==> config.mk <==
export PLATFORM = sky130hd
export DESIGN_NAME = alu_cmd_ctrl
export DESIGN_NICKNAME = d
export VERILOG_FILES = /design/src/rtl/alu_cmd_ctrl.sv
export SDC_FILE = /design/constraint.sdc
export NUM_CORES = 1
export LEC_CHECK = 0
export CORE_UTILIZATION = 50
export CTS_CLUSTER_DIAMETER = 30
export DETAILED_ROUTE_END_ITERATION = 12
export PLACE_DENSITY = 0.77
export SYNTH_ARGS = -nofsm -noshare
export SYNTH_HDL_FRONTEND = slang
export SYNTH_SLANG_ARGS = --single-unit
==> constraint.sdc <==
create_clock -name i_clk -period 2.29 [get_ports i_clk]
set_input_delay 0.5725 -clock i_clk [delete_from_list [all_inputs] [get_ports i_clk]]
set_output_delay 0.5725 -clock i_clk [all_outputs]
set_load 0.02 [all_outputs]
==> src/rtl/alu_cmd_ctrl.sv <==
// Command sequencer between the UART byte stream and the system ALU: parses
// {command, A, B} frames, runs one ALU operation and streams the result back LSB byte first.
module alu_cmd_ctrl #(
    parameter int         WIDTH          = 8,
    parameter int         ALU_FUN_WIDTH  = 4,
    parameter logic [3:0] CMD_TAG        = 4'hA,
    parameter int         TIMEOUT_CYCLES = 1000,
    parameter int         ALU_WAIT_MAX   = 4
) (
    input  logic                     i_clk,
    input  logic                     i_rst,
    input  logic [7:0]               i_rx_data,
    input  logic                     i_rx_valid,
    output logic                     o_alu_en,
    output logic [WIDTH-1:0]         o_alu_a,
    output logic [WIDTH-1:0]         o_alu_b,
    output logic [ALU_FUN_WIDTH-1:0] o_alu_func,
    input  logic                     i_alu_valid,
    input  logic [WIDTH-1:0]         i_alu_out,
    output logic [7:0]               o_tx_data,
    output logic                     o_tx_valid,
    input  logic                     i_tx_ready,
    output logic                     o_busy,
    output logic                     o_frame_err,
    output logic                     o_overrun
);

    localparam int NB   = WIDTH / 8;
    localparam int CW   = (NB > 1) ? $clog2(NB) : 1;
    localparam int TMAX = (TIMEOUT_CYCLES > ALU_WAIT_MAX) ? TIMEOUT_CYCLES : ALU_WAIT_MAX;
    localparam int TW   = $clog2(TMAX + 1);

    typedef enum logic [2:0] {
        S_IDLE,
        S_GET_A,
        S_GET_B,
        S_EXEC,
        S_WAIT,
        S_SEND
    } state_t;

    state_t                   r_state;
    state_t                   w_next_state;
    logic [CW-1:0]            r_byte_cnt;
    logic [TW-1:0]            r_timer;
    logic [ALU_FUN_WIDTH-1:0] r_func;
    logic [WIDTH-1:0]         r_a;
    logic [WIDTH-1:0]         r_b;
    logic [WIDTH-1:0]         r_result;
    logic [WIDTH-1:0]         r_alu_a;
    logic [WIDTH-1:0]         r_alu_b;
    logic [ALU_FUN_WIDTH-1:0] r_alu_func;
    logic                     r_frame_err;
    logic                     r_overrun;

    logic                     w_byte_acc;
    logic                     w_last_byte;
    logic                     w_abort;
    logic                     w_bad_tag;
    logic                     w_drop;
    logic                     w_capture;
    logic                     w_tx_fire;
    logic [WIDTH-1:0]         w_src;
    logic [WIDTH-1:0]         w_shift_in;

    always_ff @(posedge i_clk or negedge i_rst) begin
        if (!i_rst) begin
            r_state <= S_IDLE;
        end else begin
            r_state <= w_next_state;
        end
    end

    // A byte strobe takes priority over an expiring inter-byte timer.
    always_comb begin
        w_next_state = r_state;
        w_byte_acc   = 1'b0;
        w_last_byte  = 1'b0;
        w_abort      = 1'b0;
        w_bad_tag    = 1'b0;
        w_drop       = 1'b0;
        w_capture    = 1'b0;
        w_tx_fire    = 1'b0;
        w_src        = (r_state == S_GET_A) ? r_a : r_b;
        w_shift_in   = (w_src >> 8) | (WIDTH'(i_rx_data) << (WIDTH - 8));
        case (r_state)
            S_IDLE: begin
                if (i_rx_valid) begin
                    if (i_rx_data[7:4] == CMD_TAG) begin
                        w_next_state = S_GET_A;
                    end else begin
                        w_bad_tag = 1'b1;
                    end
                end
            end
            S_GET_A, S_GET_B: begin
                if (i_rx_valid) begin
                    w_byte_acc = 1'b1;
                    if (r_byte_cnt == CW'(NB - 1)) begin
                        w_last_byte = 1'b1;
                        if (r_state == S_GET_A) begin
                            w_next_state = S_GET_B;
                        end else begin
                            w_next_state = S_EXEC;
                        end
                    end
                end else if (r_timer == TW'(TIMEOUT_CYCLES - 1)) begin
                    w_abort      = 1'b1;
                    w_next_state = S_IDLE;
                end
            end
            S_EXEC: begin
                w_drop       = i_rx_valid;
                w_next_state = S_WAIT;
            end
            S_WAIT: begin
                w_drop = i_rx_valid;
                if (i_alu_valid) begin
                    w_capture    = 1'b1;
                    w_next_state = S_SEND;
                end else if (r_timer == TW'(ALU_WAIT_MAX - 1)) begin
                    w_abort      = 1'b1;
                    w_next_state = S_IDLE;
                end
            end
            S_SEND: begin
                w_drop = i_rx_valid;
                if (i_tx_ready) begin
                    w_tx_fire = 1'b1;
                    if (r_byte_cnt == CW'(NB - 1)) begin
                        w_next_state = S_IDLE;
                    end
                end
            end
            default: w_next_state = S_IDLE;
        endcase
    end

    always_ff @(posedge i_clk or negedge i_rst) begin
        if (!i_rst) begin
            r_byte_cnt  <= '0;
            r_timer     <= '0;
            r_func      <= '0;
            r_a         <= '0;
            r_b         <= '0;
            r_result    <= '0;
            r_alu_a     <= '0;
            r_alu_b     <= '0;
            r_alu_func  <= '0;
            r_frame_err <= 1'b0;
            r_overrun   <= 1'b0;
        end else begin
            r_frame_err <= w_bad_tag | w_abort;
            r_overrun   <= w_drop;

            if ((w_next_state != r_state) || w_byte_acc) begin
                r_timer <= '0;
            end else if ((r_state == S_GET_A) || (r_state == S_GET_B) || (r_state == S_WAIT)) begin
                r_timer <= r_timer + TW'(1);
            end

            if (w_byte_acc || w_tx_fire) begin
                r_byte_cnt <= (r_byte_cnt == CW'(NB - 1)) ? '0 : r_byte_cnt + CW'(1);
            end else if (w_next_state == S_IDLE) begin
                r_byte_cnt <= '0;
            end

            if ((r_state == S_IDLE) && (w_next_state == S_GET_A)) begin
                r_func <= i_rx_data[ALU_FUN_WIDTH-1:0];
            end

            if (w_abort) begin
                r_a <= '0;
                r_b <= '0;
            end else if (w_byte_acc && (r_state == S_GET_A)) begin
                r_a <= w_shift_in;
            end else if (w_byte_acc && (r_state == S_GET_B)) begin
                r_b <= w_shift_in;
            end

            // ALU operands only change on the edge into EXEC, so they hold between operations.
            if (w_byte_acc && w_last_byte && (r_state == S_GET_B)) begin
                r_alu_a    <= r_a;
                r_alu_b    <= w_shift_in;
                r_alu_func <= r_func;
            end

            if (w_capture) begin
                r_result <= i_alu_out;
            end else if (w_tx_fire) begin
                r_result <= r_result >> 8;
            end
        end
    end

    assign o_alu_en    = (r_state == S_EXEC);
    assign o_alu_a     = r_alu_a;
    assign o_alu_b     = r_alu_b;
    assign o_alu_func  = r_alu_func;
    assign o_tx_valid  = (r_state == S_SEND);
    assign o_tx_data   = r_result[7:0];
    assign o_busy      = (r_state != S_IDLE);
    assign o_frame_err = r_frame_err;
    assign o_overrun   = r_overrun;

endmodule

Yosys cells after proc, flatten, opt, wreduce, memory -nomap -nowiden. Cells that the tools add are included.

$add $sub $neg: 2. Equality and inequality tests: 10. Mux-type cells: 38. Bitwise operators: 1. Reduce and logical (&&, ||, !) cells: 17.

Operators by type and width (count): $mux W8 (4); $mux W3 (9); $mux W1 (21); $mux W10 (2); $pmux W3 S5 (1); $add A10 B1 Y10 const B (1); $eq A10 B10 Y1 const B (1); $eq A10 B2 Y1 const B (1); $reduce_bool A2 Y1 (4); $eq A3 B1 Y1 const B (2); $eq A3 B2 Y1 const B (2); $eq A3 B3 Y1 const B (2); $logic_not A3 Y1 (2); $eq A4 B4 Y1 const B (1); $logic_and A1 B1 Y1 (4); $logic_or A1 B1 Y1 (4); $ne A3 B3 Y1 (1); $reduce_bool A3 Y1 (1); $reduce_or A3 Y1 (1); $pmux W1 S2 (1); $reduce_or A2 Y1 (1); $add A1 B1 Y1 const B (1); $or A1 B1 Y1 (1).

Register bits after elaboration: 56. Input bits: 21. Output and inout port bits: 33. Word-level logic and storage cells: 79.

Depth between registers and ports, before layout. Gate-level depths: netlist of run 1.

Depth after elaboration: 8. Gate-level depth with buffers: 7. Depth with buffers taken out: 6.

Least setup slack after synthesis of run 1. OpenSTA, ideal clock, no wires.

Path kind: in2reg. Start point: input i_rx_valid. End point: register r_timer[0]. Setup time: 72 ps. Arrival: 1790 ps. Required time: 2218 ps. Slack: 428 ps. Stages: 6. Path buffers: 2. Path through: buf_2 -> or3_1 -> a2bb2oi_1 -> a221o_1 -> buf_6 -> nor2_1.

Word-level cells in the longest chain between the ends: 5. Elaborated cells on any way between the ends: 9. Classes of those cells: eq/ne: 1; mux: 6; reduce/logical: 2.

RTL lines: start: declaration (RTL line 13) `input logic i_rx_valid,`; $mux W3, on equally long branches (RTL line 97, 88); $pmux W3 S5 (RTL line 86) `case (r_state)`; $ne A3 B3 Y1 (RTL line 156) `if ((w_next_state != r_state) || w_byte_acc) begin`; $logic_or A1 B1 Y1 * (RTL line 156); $mux W10 / $reduce_bool A2 Y1 (equally long branches); end signal: assignment (RTL line 159) `r_timer <= r_timer + TW'(1);`; end: declaration (RTL line 45) `logic [TW-1:0] r_timer;`.

Mark *: on every way between the ends. The rest lies on a longest branch, timed or not. A chain may end at the register's enable or synchronous reset.

Final worst setup path of run 1.
Start point: register r_state[0]. End point: output o_busy.

Word-level cells in the longest chain between the ends: 1.

RTL lines: start: declaration (RTL line 42) `state_t r_state;`; start signal: assignment (RTL line 70) `r_state <= w_next_state;`; $reduce_bool A3 Y1 (RTL line 202) `assign o_busy = (r_state != S_IDLE);`; end: declaration (RTL line 23) `output logic o_busy,`.

No other way between the ends.

==> flow_metrics.py, run 1 <==
metrics = {
    "run_status": {
        "outcome": "finished, final reports clean",
    },
    "placement": {
        "hpwl_mm": 3.500,
        "gp_congestion": 0.8850,
        "place_ws_ns": -0.1224,
        "io_buffers": 53,
    },
    "sta": {
        "fin_setup_tns_ns": 0,
        "setup_viol": 0,
        "drv_slew": 0,
        "fmax_ghz": 0.4553,
        "max_slew.worst_pin.slew_ns": 0.5669,
        "fin_hold_ws_ns": 0.2446,
        "clock_skew_ns": 0.004584,
        "maxSlewHeadroom_pct": 62.21,
        "layout_worst_path_cycle_share_pct": 95.91,
        "min_period_ns": 2.196,
        "setup_ws_ns": 0.09369,
        "hold_viol_final": 0,
        "rsz0062_at_grt": "false",
    },
    "worst_setup_path": {
        "r2r_slack_ns": 0.26,
        "r2r-start": "r_timer[0]",
        "rr_endpoint": "o_frame_err",
        "crit_fanout": 4,
        "end_kind": "output port",
        "crit_type": "reg -> out",
        "worstSetupStartpointType": "flop",
        "reg2regPathDepth": 6,
        "crit_required_ns": 1.72,
        "worstPathArrival_ns": 1.62,
    },
    "layout": {
        "n_antenna_cell": 0,
        "final_cell_mix": "dfrtp_1 (55), clkdlybuf4s50_1 (50), mux2_2 (24)",
        "nets": 303,
        "fillCellCount": 399,
        "layout_commonest_cell": "dfrtp_1",
        "drive_gt1_share_pct": 19.22,
        "area_growth_pct": 32.81,
    },
    "grt": {
        "grt_pass1_wl_mm": 8.528,
        "antenna_found_initial": 0,
        "grt_pass1_vias": 1839,
        "grt_overflow": 0,
        "grt_max_degree": 34,
        "track_usage_pct": 20.83,
    },
    "synth": {
        "synthArstFlopShare_pct": 100.0,
        "synth.avg_cell_area_um2": 11.64,
        "yosysWarnings": 0,
        "synth_nets": 235,
        "ys_ff_latch": 55,
        "yosysSeqAreaShare_pct": 55.53,
        "syn_area_um2": 2479,
        "synth_edf_count": 0,
        "synthCells": 213,
        "ys.flop_type": "dfrtp_1",
        "ys_types": 43,
    },
    "clock_network": {
        "cts_sinks": 55,
        "root_buffer": "clkbuf_8",
        "tritoncts": "yes",
        "worstSkewPairLatency_ns": 0.30,
        "htree_levels": 2,
        "cts_buffers": 5,
        "post_cts_resized": 2,
        "cts_max_path_buffers": 2,
        "path_clk_slew_ns": 0.09,
        "hold_buffers": 0,
        "post_cts_buffers": 0,
    },
    "pwr": {
        "p_leak_nw": 1.450,
        "power_density_nw_per_um2": 1278,
        "ir_drop_mv": 0.7818,
    },
    "drt": {
        "wl_met2_mm": 2.296,
        "ant_nets": 0,
        "wl_met1_mm": 2.260,
        "vias_per_cell": 5.190,
        "drc": 0,
        "first_pass_iters": 4,
        "wl_per_cell_um": 14.11,
        "wl_met3_um": 285,
        "wl_mm": 4.911,
        "drt-initial-drc-count": 168,
        "maxUsedRoutingLayer": "met4",
        "vias": 1806,
    },
    "die": {
        "io_pins": 54,
        "row_count": 25,
        "core_area_um2": 4755,
        "die_y_um": 72.41,
        "die_w_um": 72.41,
        "initial_core_util_pct": 52.13,
        "die_area_um2": 5242,
    },
    "worst_hold_path": {
        "min_path_type": "in -> async",
    },
    "run": {
        "max-cap-violations": 0,
    },
}
## state kept, by name, summed over array words and instances (netlist names)
name         flops
o_alu_a          8
o_alu_b          8
o_alu_func       4
o_frame_err      1
o_overrun        1
o_tx_data        8
r_a              8
r_func           4
r_state          3
r_timer         10
## worst max path at each step
stage | startpoint | endpoint | slack (ns)
2_1_floorplan | i_rx_valid | r_timer[0] | 0.43
6_report | r_state[0] | o_busy | 0.09
3_3_place_gp | i_alu_valid | r_timer[0] | -0.09
5_1_grt | r_state[0] | o_busy | 0.03
4_1_cts | r_state[0] | o_busy | 0.08
3_5_place_dp | i_alu_valid | r_timer[0] | -0.12
## kinds of logic after synthesis
family | after synthesis | share of synthesized area, %
compound gates | 37 | 10.60
xor+xnor | 10 | 3.534
fa+ha+maj | 1 | 0.5047
buf+inv | 13 | 2.726
flops | 55 | 55.53
mux | 31 | 13.73
simple gates | 66 | 13.38
## final cells by class
class	count	area [µm²]	share of cell area [%]
timing repair buffer	71	683.2	20.75
clock inverter	1	30.03	0.9122
inverter	3	11.26	0.3421
multi-input combinational	145	1035	31.43
tap	67	83.83	2.547
clock buffer	6	72.57	2.204
sequential	55	1376	41.81
## through the flow
stage / total power (W) / util (%) / cells / instance area, µm²
6_report: 0.004206 / 69.24 / 348 / 3292
5_1_grt: 0.004476 / 69.24 / 348 / 3292
4_1_cts: 0.004248 / 69.24 / 348 / 3292
3_5_place_dp: 0.003626 / 67.13 / 341 / 3192
3_3_place_gp: 0.003595 / 67.13 / 341 / 3192
2_1_floorplan: 0.002749 / - / 213 / 2479
## critical path, stage by stage (launching register included)
cell and delay, ns:
dfrtp_1 0.42, or3_1 0.37, clkdlybuf4s50_1 0.54
## power breakdown
| group | total [W] | switching, W | internal, W |
|---|---|---|---|
| combinational | 0.00203 | 0.000972 | 0.00106 |
| clock | 0.000606 | 0.000286 | 0.000321 |
| sequential | 0.00157 | 0.000212 | 0.00135 |
## cells in the mapped netlist (all sizes together), types with 2 or more instances
master,instances,share of area (%)
nand4,2,0.50
xor2,3,1.1
or3,3,0.76
inv,3,0.45
and2b,2,0.61
nor3,5,1.0
buf,9,2.1
xnor2,7,2.5
nor2,23,3.5
dfrtp,55,56
o21ai,11,2.7
a22oi,2,0.61
nor4,3,1.4
a21oi,6,1.2
nand2b,3,0.76
mux2i,7,2.8
mux2,24,11
nand2,18,2.7
a22o,8,2.8
## layer usage
| metal | GRT usage (%) | vias up |
|---|---|---|
| met2 | 34.16 | 56 |
| li1 | - | 879 |
| met4 | 5.664 | 0 |
| met3 | 4.861 | 7 |
| met5 | 0 | - |
| met1 | 27.90 | 864 |
Note: power is estimated with default switching activity, not from simulation.
==> run 2, diff against run 1 <==
CORE_MARGIN = 3   (was not set)
MAX_ROUTING_LAYER = met4   (was not set)
SKIP_LAST_GASP = 1   (was not set)
==> run 2 against run 1 <==
Net effect:
- wire length up 6.7%
- worst hold slack worse by 0.0025 ns
- clock skew about the same
- global-route usage down 1.5 points
- largest power group unchanged
==> flow_metrics.py, run 2 (synthesis gave the netlist of run 1 again) <==
metrics = {
    "sta": {
        "maxSlewHeadroom_pct": 57.61,
        "setup_viol": 0,
        "drv_slew": 0,
        "clock_skew_ns": 0.004904,
        "setup_ws_ns": 0.1531,
        "hold_viol_final": 0,
        "rsz0062_at_grt": "false",
        "max_slew.worst_pin.slew_ns": 0.6359,
        "fmax_ghz": 0.4680,
        "layout_worst_path_cycle_share_pct": 93.31,
        "min_period_ns": 2.137,
    },
    "pwr": {
        "p_clk_share_pct": 13.1,
        "power_density_nw_per_um2": 1264,
        "comb_power_share_pct": 49.5,
        "sw_frac_of_total_pct": 36.11,
        "ir_drop_mv": 0.7642,
        "p_leak_nw": 1.473,
        "internal_power_w": 0.002672,
        "total_power_w": 0.004182,
        "switching_power_w": 0.001510,
        "pwr-share-seq_pct": 37.3,
    },
    "worst_setup_path": {
        "max_stage_delay_ns": 0.47,
        "crit_required_ns": 2.49,
        "crit_type": "in -> reg",
        "crit_fanout": 5,
        "crit_slowest_cell": "clkdlybuf4s50_1",
        "worstPathArrival_ns": 2.33,
        "crit_chain": "clkdlybuf4s50_1 > or4_1 > nor3_1 > a31o_2 > a221o_1 > buf_4 > nor2_1",
        "path_buf_inv": 2,
        "worstSetupStartpointType": "input pin",
        "critPathTopFamily": "simple AND/OR/NAND/NOR gates",
        "end_kind": "flop",
    },
    "drt": {
        "maxUsedRoutingLayer": "met4",
        "vias": 1887,
        "wl_mm": 5.240,
        "wl_met1_mm": 2.539,
        "wl_met2_mm": 2.394,
        "ant_nets": 0,
        "wl_met3_um": 257,
        "drt-initial-drc-count": 88,
        "first_pass_iters": 4,
        "wl_per_cell_um": 14.97,
        "vias_per_cell": 5.391,
        "drc": 0,
    },
    "placement": {
        "io_buffers": 53,
        "place_ws_ns": -0.1475,
        "hpwl_mm": 3.763,
        "place_area_um2": 3212,
        "gp_congestion": 0.8369,
    },
    "grt": {
        "grt_max_degree": 56,
        "track_usage_pct": 19.31,
        "grt_pass1_wl_mm": 8.983,
        "grt_pass1_vias": 1935,
        "grt_overflow": 0,
        "antenna_found_initial": 0,
    },
    "layout": {
        "final_util_pct": 72.48,
        "n_antenna_cell": 0,
        "nets": 306,
        "largest_reg_flops": 10,
        "area_growth_pct": 33.47,
        "drive_gt1_share_pct": 20.70,
        "final_cell_mix": "dfrtp_1 (54), clkdlybuf4s50_1 (49), mux2_2 (24)",
        "layout_commonest_cell": "dfrtp_1",
        "largest-register": "r_timer",
        "final_area_um2": 3308,
    },
    "clock_network": {
        "worstSkewPairLatency_ns": 0.30,
        "cts_buffers": 5,
        "post_cts_buffers": 0,
        "root_buffer": "clkbuf_8",
        "tritoncts": "yes",
        "cts_max_path_buffers": 2,
        "hold_buffers": 0,
        "cts_sinks": 55,
        "htree_levels": 2,
        "path_clk_slew_ns": 0.09,
    },
    "worst_hold_path": {
        "min_path_type": "in -> async",
    },
    "die": {
        "die_w_um": 76.41,
        "core_area_um2": 4564,
        "die_y_um": 76.41,
        "initial_core_util_pct": 54.30,
        "row_count": 24,
        "die_area_um2": 5838,
        "io_pins": 54,
    },
    "run_status": {
        "outcome": "finished, final reports clean",
    },
    "run": {
        "max-cap-violations": 0,
    },
}
## run 2: cell types whose count changed in the layout (fill, tap and decap cells not counted), sizes merged
| cell | delta |
|---|---|
| buf | +3 |
| bufinv | -1 |
| clkbuf | +1 |
| clkdlybuf4s50 | -1 |
| clkinv | +1 |
| dlymetal6s2s | +1 |
## run 2: per-layer routing
layer	global-route usage (%)	up-vias
li1	-	894
met3	3.783	6
met2	31.20	62
met5	-	-
met4	5.435	0
met1	24.90	925
## run 2: path summary, 6_finish.rpt
kind                       depth (start not counted)  slack (ns)         start           end
max                                                7        0.15   i_alu_valid    r_timer[4]
min                                                2        0.24         i_rst    r_timer[6]
max reg2reg                                        6        0.25    r_timer[0]   o_frame_err
min reg2reg                                        1        0.51  o_tx_data[6]  o_tx_data[6]
max in group asynchronous                          2        1.79         i_rst    r_state[0]
min in group i_clk                                 1        0.51  o_tx_data[6]  o_tx_data[6]
## run 2: what timing repair did
action / 4_1_cts / 5_1_grt
cloned: 0 / 0
endpoints found under the setup margin: 2 / 1
gates resized for setup: 3 / 1
## run 2: metrics by stage
| stage | hold slack, ns | std cells | TNS (ns) |
|---|---|---|---|
| global placement | 0.4847 | 342 | -1.566 |
| CTS | 0.2544 | 350 | 0 |
| finish | 0.2421 | 350 | 0 |
| floorplan | 0.2769 | 213 | 0 |
| global route | 0.2656 | 350 | 0 |
| detailed placement | 0.4802 | 342 | -2.689 |
## run 2: power groups by stage
stage	registers (W)	clock network (W)	logic, W
5_1_grt	0.00161	0.000605	0.00222
4_1_cts	0.00156	0.000571	0.00209
3_5_place_dp	0.00158	0	0.00208
2_1_floorplan	0.00183	0	0.000914
3_3_place_gp	0.00157	0	0.00205
6_report	0.00156	0.000550	0.00207
## run 2: area by class of cell
class / count / area, µm²
Multi-Input combinational cell: 145 / 1035
Sequential cell: 55 / 1378
Clock inverter: 1 / 8.758
Tap cell: 65 / 81.33
Clock buffer: 7 / 86.33
Fill cell: 358 / 1256
Timing Repair Buffer: 74 / 708.2
Inverter: 3 / 11.26
==> run 3, diff against run 2 <==
SKIP_CTS_REPAIR_TIMING = 1   (was not set)
==> run 3 against run 2 <==
Net effect:
- utilization up 0.16 points
- via count about the same
- wire length about the same
- worst setup slack better by 0.0085 ns
- global-route usage unchanged
- total power about the same
- worst hold slack about the same
- critical path depth unchanged
- fmax up 0.40%
- count of clock-buffer cells in the layout unchanged
- clock power about the same
- critical path type unchanged
- critical endpoint unchanged
- largest cell class unchanged
- largest power group unchanged
- highest routed layer unchanged
==> flow_metrics.py, run 3 (synthesis gave the netlist of run 1 again) <==
metrics = {
    "drt": {
        "vias_per_cell": 5.394,
        "drt-initial-drc-count": 93,
        "wl_mm": 5.237,
        "wl_per_cell_um": 14.96,
        "first_pass_iters": 4,
        "vias": 1888,
        "drc": 0,
        "ant_nets": 0,
    },
    "clock_network": {
        "cts_max_path_buffers": 2,
        "tritoncts": "yes",
        "worstSkewPairLatency_ns": 0.30,
        "path_clk_slew_ns": 0.09,
        "htree_levels": 2,
        "cts_buffers": 5,
        "root_buffer": "clkbuf_8",
        "cts_sinks": 55,
    },
    "grt": {
        "grt_max_degree": 56,
        "antenna_found_initial": 0,
        "grt_pass1_vias": 1935,
        "grt_overflow": 0,
        "track_usage_pct": 19.31,
        "grt_pass1_wl_mm": 8.983,
    },
    "die": {
        "die_y_um": 76.41,
        "initial_core_util_pct": 54.30,
        "die_w_um": 76.41,
        "row_count": 24,
        "core_area_um2": 4564,
        "die_area_um2": 5838,
        "io_pins": 54,
    },
    "layout": {
        "area_growth_pct": 33.77,
        "fin_cells": 350,
        "largest_reg_flops": 10,
        "n_antenna_cell": 0,
        "layout_commonest_cell": "dfrtp_1",
        "final_cell_mix": "dfrtp_1 (54), clkdlybuf4s50_1 (49), mux2_2 (24)",
        "nets": 306,
        "fillCellCount": 358,
        "drive_gt1_share_pct": 20.70,
        "largest-register": "r_timer",
    },
    "sta": {
        "rsz0062_at_grt": "false",
        "min_period_ns": 2.128,
        "max_slew.worst_pin.slew_ns": 0.6402,
        "maxSlewHeadroom_pct": 57.32,
        "setup_ws_ns": 0.1617,
        "fin_hold_ws_ns": 0.2420,
        "hold_viol_final": 0,
        "clock_skew_ns": 0.004854,
        "drv_slew": 0,
        "setup_viol": 0,
        "fmax_ghz": 0.4699,
        "layout_worst_path_cycle_share_pct": 92.94,
    },
    "worst_setup_path": {
        "crit_type": "in -> reg",
        "crit_fanout": 5,
        "crit_required_ns": 2.49,
        "worstPathArrival_ns": 2.33,
        "end_kind": "flop",
        "worstSetupStartpointType": "input pin",
    },
    "placement": {
        "place_inst": 342,
        "place_ws_ns": -0.1475,
        "hpwl_mm": 3.763,
        "io_buffers": 53,
        "gp_congestion": 0.8369,
    },
    "pwr": {
        "ir_drop_mv": 0.7641,
        "total_power_w": 0.004181,
        "p_leak_nw": 1.500,
        "power_density_nw_per_um2": 1261,
    },
    "run_status": {
        "outcome": "finished, final reports clean",
    },
    "run": {
        "max-cap-violations": 0,
    },
    "worst_hold_path": {
        "min_path_type": "in -> async",
    },
}
## run 3: cell count changes in the layout (fill, tap and decap cells not counted), sizes merged
cell / before / now
dlymetal6s2s: 1 / 3
dlygate4sd2: 2 / 0
## run 3: worst max-delay path: stages
cell	delay (ns)
clkdlybuf4s50_1	0.47
or4_1	0.43
nor3_1	0.26
a31o_2	0.21
a221o_1	0.18
buf_4	0.15
nor2_1	0.05
## run 3: final timing paths
kind                              start            to  slack, ns  cells past startpoint
min in group i_clk         o_tx_data[1]  o_tx_data[1]       0.51                      1
min                               i_rst    r_timer[6]       0.24                      2
max reg2reg                  r_timer[0]   o_frame_err       0.25                      6
max                         i_alu_valid    r_timer[4]       0.16                      7
min reg2reg                o_tx_data[1]  o_tx_data[1]       0.51                      1
max in group asynchronous         i_rst    r_state[0]       1.79                      2
## run 3: layout make-up
| cell class | count | area (µm²) | share of cell area, % |
|---|---|---|---|
| inverters | 3 | 11.26 | 0.3396 |
| multi-input cells | 145 | 1035 | 31.21 |
| repair buffers | 74 | 715.7 | 21.58 |
| clock inverters | 1 | 8.758 | 0.2642 |
| flip-flops and latches | 55 | 1378 | 41.55 |
| well taps | 65 | 81.33 | 2.453 |
| clock buffers | 7 | 86.33 | 2.604 |
## run 3: per-stage QoR
step           utilization, %  area (µm²)  TNS (ns)
6_report                72.64        3316         0
5_1_grt                 72.64        3316         0
4_1_cts                 72.45        3307  -0.08834
3_5_place_dp            70.37        3212    -2.689
3_3_place_gp            70.37        3212    -1.566
2_1_floorplan               -        2479         0
## run 3: layer usage
layer | up-vias | part of all wire (%) | track usage, %
met5 | - | 0 | -
met4 | 0 | 0.80 | 5.435
met3 | 4 | 4.8 | 3.783
met2 | 53 | 46 | 31.20
met1 | 937 | 48 | 24.90
li1 | 894 | - | -
## run 3: report_power, final
| part | switching (W) | total, W | leakage, nW | internal, W |
|---|---|---|---|---|
| combinational | 0.00100 | 0.00207 | 0.748 | 0.00107 |
| clock | 0.000302 | 0.000550 | 0.0484 | 0.000248 |
| sequential | 0.000205 | 0.00156 | 0.704 | 0.00135 |
| total | 0.00151 | 0.00418 | 1.50 | 0.00267 |
==> RTL change, RTL diff (settings of run 1) <==
`ALU_WAIT_MAX`: 4 -> 16.
--- a/src/rtl/alu_cmd_ctrl.sv
+++ b/src/rtl/alu_cmd_ctrl.sv
@@ -7,3 +7,3 @@
     parameter int         TIMEOUT_CYCLES = 1000,
-    parameter int         ALU_WAIT_MAX   = 4
+    parameter int         ALU_WAIT_MAX   = 16
 ) (
Formal check against the unedited RTL: not equivalent (Yosys sat finds a counterexample within 10 cycles, from zero or initial values and one cycle with i_rst low).
==> RTL change against run 1 <==
- sequential share of layout area shrank 1.1 points
- area after synthesis grew 0.76%
- register-to-register slack lost 0.14 ns
- wire length is 6.8% higher
- combinational power rose by 3%
- critical endpoint is now r_timer[9]$_DFFE_PN0P_
- die area up 0.75%
- sequential cell count unchanged
- largest power group unchanged
- non-clock buffer count grew 5
- worst setup slack worse by 0.024 ns
- clock power down 9.9%
- total power is 0.78% lower
- design area up 2.6%
==> RTL change: results (changes against run 1) <==
data arrival time of the critical path=2.44 ns (+0.82 ns); number of I/O port buffers=53 (unchanged); sequential share of the synthesized area=55.1% (-0.42 points); clock-pin transition on the worst setup and hold timing paths=approximately 0.1 ns; critical path's largest stage delay=0.46 ns (-0.08 ns); total cell area at the placement stage=3260 um2 (+2.0%); result of the run=finished, final reports clean; commonest cells in the synthesized netlist=55 x sky130_fd_sc_hd__dfrtp_1, 24 x sky130_fd_sc_hd__mux2_2, 24 x sky130_fd_sc_hd__nand2_1, 13 x sky130_fd_sc_hd__nor3_1, 11 x sky130_fd_sc_hd__a21oi_1; Place WS=-0.462 ns (-0.340 ns); total wire length=5.25 mm (+6.8%); reported leakage power=1.51 nW (+3.9%); # nets final=301 (-0.66%); multiplexer share of the synthesized area=11.2% (-2.5 points); sum of met2 wire segment lengths after detailed routing=2.46 mm (+7.0%); Synth area leaders=sky130_fd_sc_hd__dfrtp_1 55%, sky130_fd_sc_hd__mux2_2 11%, sky130_fd_sc_hd__nand2_1 3.6%; Synth Area in Compound Gates=10.6% (+0.021 points); slowest CP cell=sky130_fd_sc_hd__or4b_1; maximum number of buffers from clock root to sink=2 (unchanged); Largest delay share family, worst path=simple AND/OR/NAND/NOR gates; Worst Max-Slew Pin Slew=0.657 ns (+0.0897 ns); met3 Track Usage GR=4.14% (-0.72 points); initial antenna violation count=0 (unchanged); GR met2 Demand/Resource=34.5% (+0.31 points); Mapped Nets=224 (-4.7%); HPWL Detailed=3.73 mm (+6.6%); Tightest Hold Check Type=in -> async; max FFs per register=10 (unchanged); largest clock skew in the final design=0.0102 ns (+0.00558 ns); DR WL met3=218 um (-24%); number of buffers inserted to repair setup after CTS=0 (unchanged); overall via count from detail_route=1854 (+2.7%); number of distinct library cell variants in the gate-level netlist after synthesis=44 (+2.3%); Metal-1 WL=2.47 mm (+9.3%); worst-skew pair later-pin latency=0.32 ns (+0.02 ns); Pint=2.62 mW (-4.4%); 1st-iter DRT viols=127 (-24%); M1 GR Usage=31.7% (+3.8 points); peak supply drop=0.722 mV (-7.7%); GRT Total Usage=22.7% (+1.9 points); post-CTS sizing=4 (+2); vias per cell=5.34 (+3.0%); Worst Path Max Fanout=5 (+1); final estimated routing congestion in global placement=0.763 (-14%); per-instance average area after synthesis=12.4 um2 (+6.2%); first-pass GRT wire length=9.02 mm (+5.7%); post-synthesis xor/xnor area fraction=4.26% (+0.72 points); placed cells=338 (-0.88%); cts bufs inserted=5 (unchanged); adder-cell area share of the yosys netlist=0.501% (-0.0038 points); share of final-layout standard cells stronger than drive strength 1=25.0% (+5.8 points); Root Buffer Master=sky130_fd_sc_hd__clkbuf_8; largest net degree at the start of global routing=30 (-12%)
## RTL change: changes by cell type after synthesis, moves of 4 or more
cell and delta:
sky130_fd_sc_hd__mux2i_1 -6, sky130_fd_sc_hd__buf_2 -4, sky130_fd_sc_hd__nand2_1 +6, sky130_fd_sc_hd__nand4_1 +4, sky130_fd_sc_hd__nor2_1 -20, sky130_fd_sc_hd__nor3_1 +8, sky130_fd_sc_hd__xnor2_1 -5, sky130_fd_sc_hd__and3_1 +4
sky130_fd_sc_hd__o21ai_0 -7, sky130_fd_sc_hd__a21oi_1 +5, sky130_fd_sc_hd__xor2_1 +4
## RTL change: path summary, 6_finish.rpt
kind,start,slack (ns),cells past startpoint,end
hold / removal,i_rst,0.27,1,o_overrun$_DFF_PN0_
setup reg to reg,r_timer[3]$_DFFE_PN0P_,0.12,5,r_timer[9]$_DFFE_PN0P_
min in group i_clk,o_alu_b[5]$_DFFE_PN0P_,0.51,1,o_alu_b[5]$_DFFE_PN0P_
max in group asynchronous,i_rst,1.45,2,o_alu_b[1]$_DFFE_PN0P_
setup / recovery,i_rx_valid,0.07,6,r_timer[9]$_DFFE_PN0P_
hold reg to reg,o_alu_b[5]$_DFFE_PN0P_,0.51,1,o_alu_b[5]$_DFFE_PN0P_
## RTL change: area by class of cell
type	count	area, um2
Clock buffer	6	72.6
Clock inverter	2	17.5
Fill cell	350	1380
Inverter	3	25.0
Multi-Input combinational cell	138	1080
Sequential cell	55	1380
Tap cell	67	83.8
Timing Repair Buffer	76	722
## RTL change: power groups by stage
stage / sequential (mW) / combinational (mW) / clock, mW
global placement: 1.55 / 2.00 / 0
detailed placement: 1.56 / 2.04 / 0
floorplan: 1.81 / 0.940 / 0
finish: 1.54 / 2.09 / 0.546
CTS: 1.54 / 2.08 / 0.551
global route: 1.59 / 2.23 / 0.596
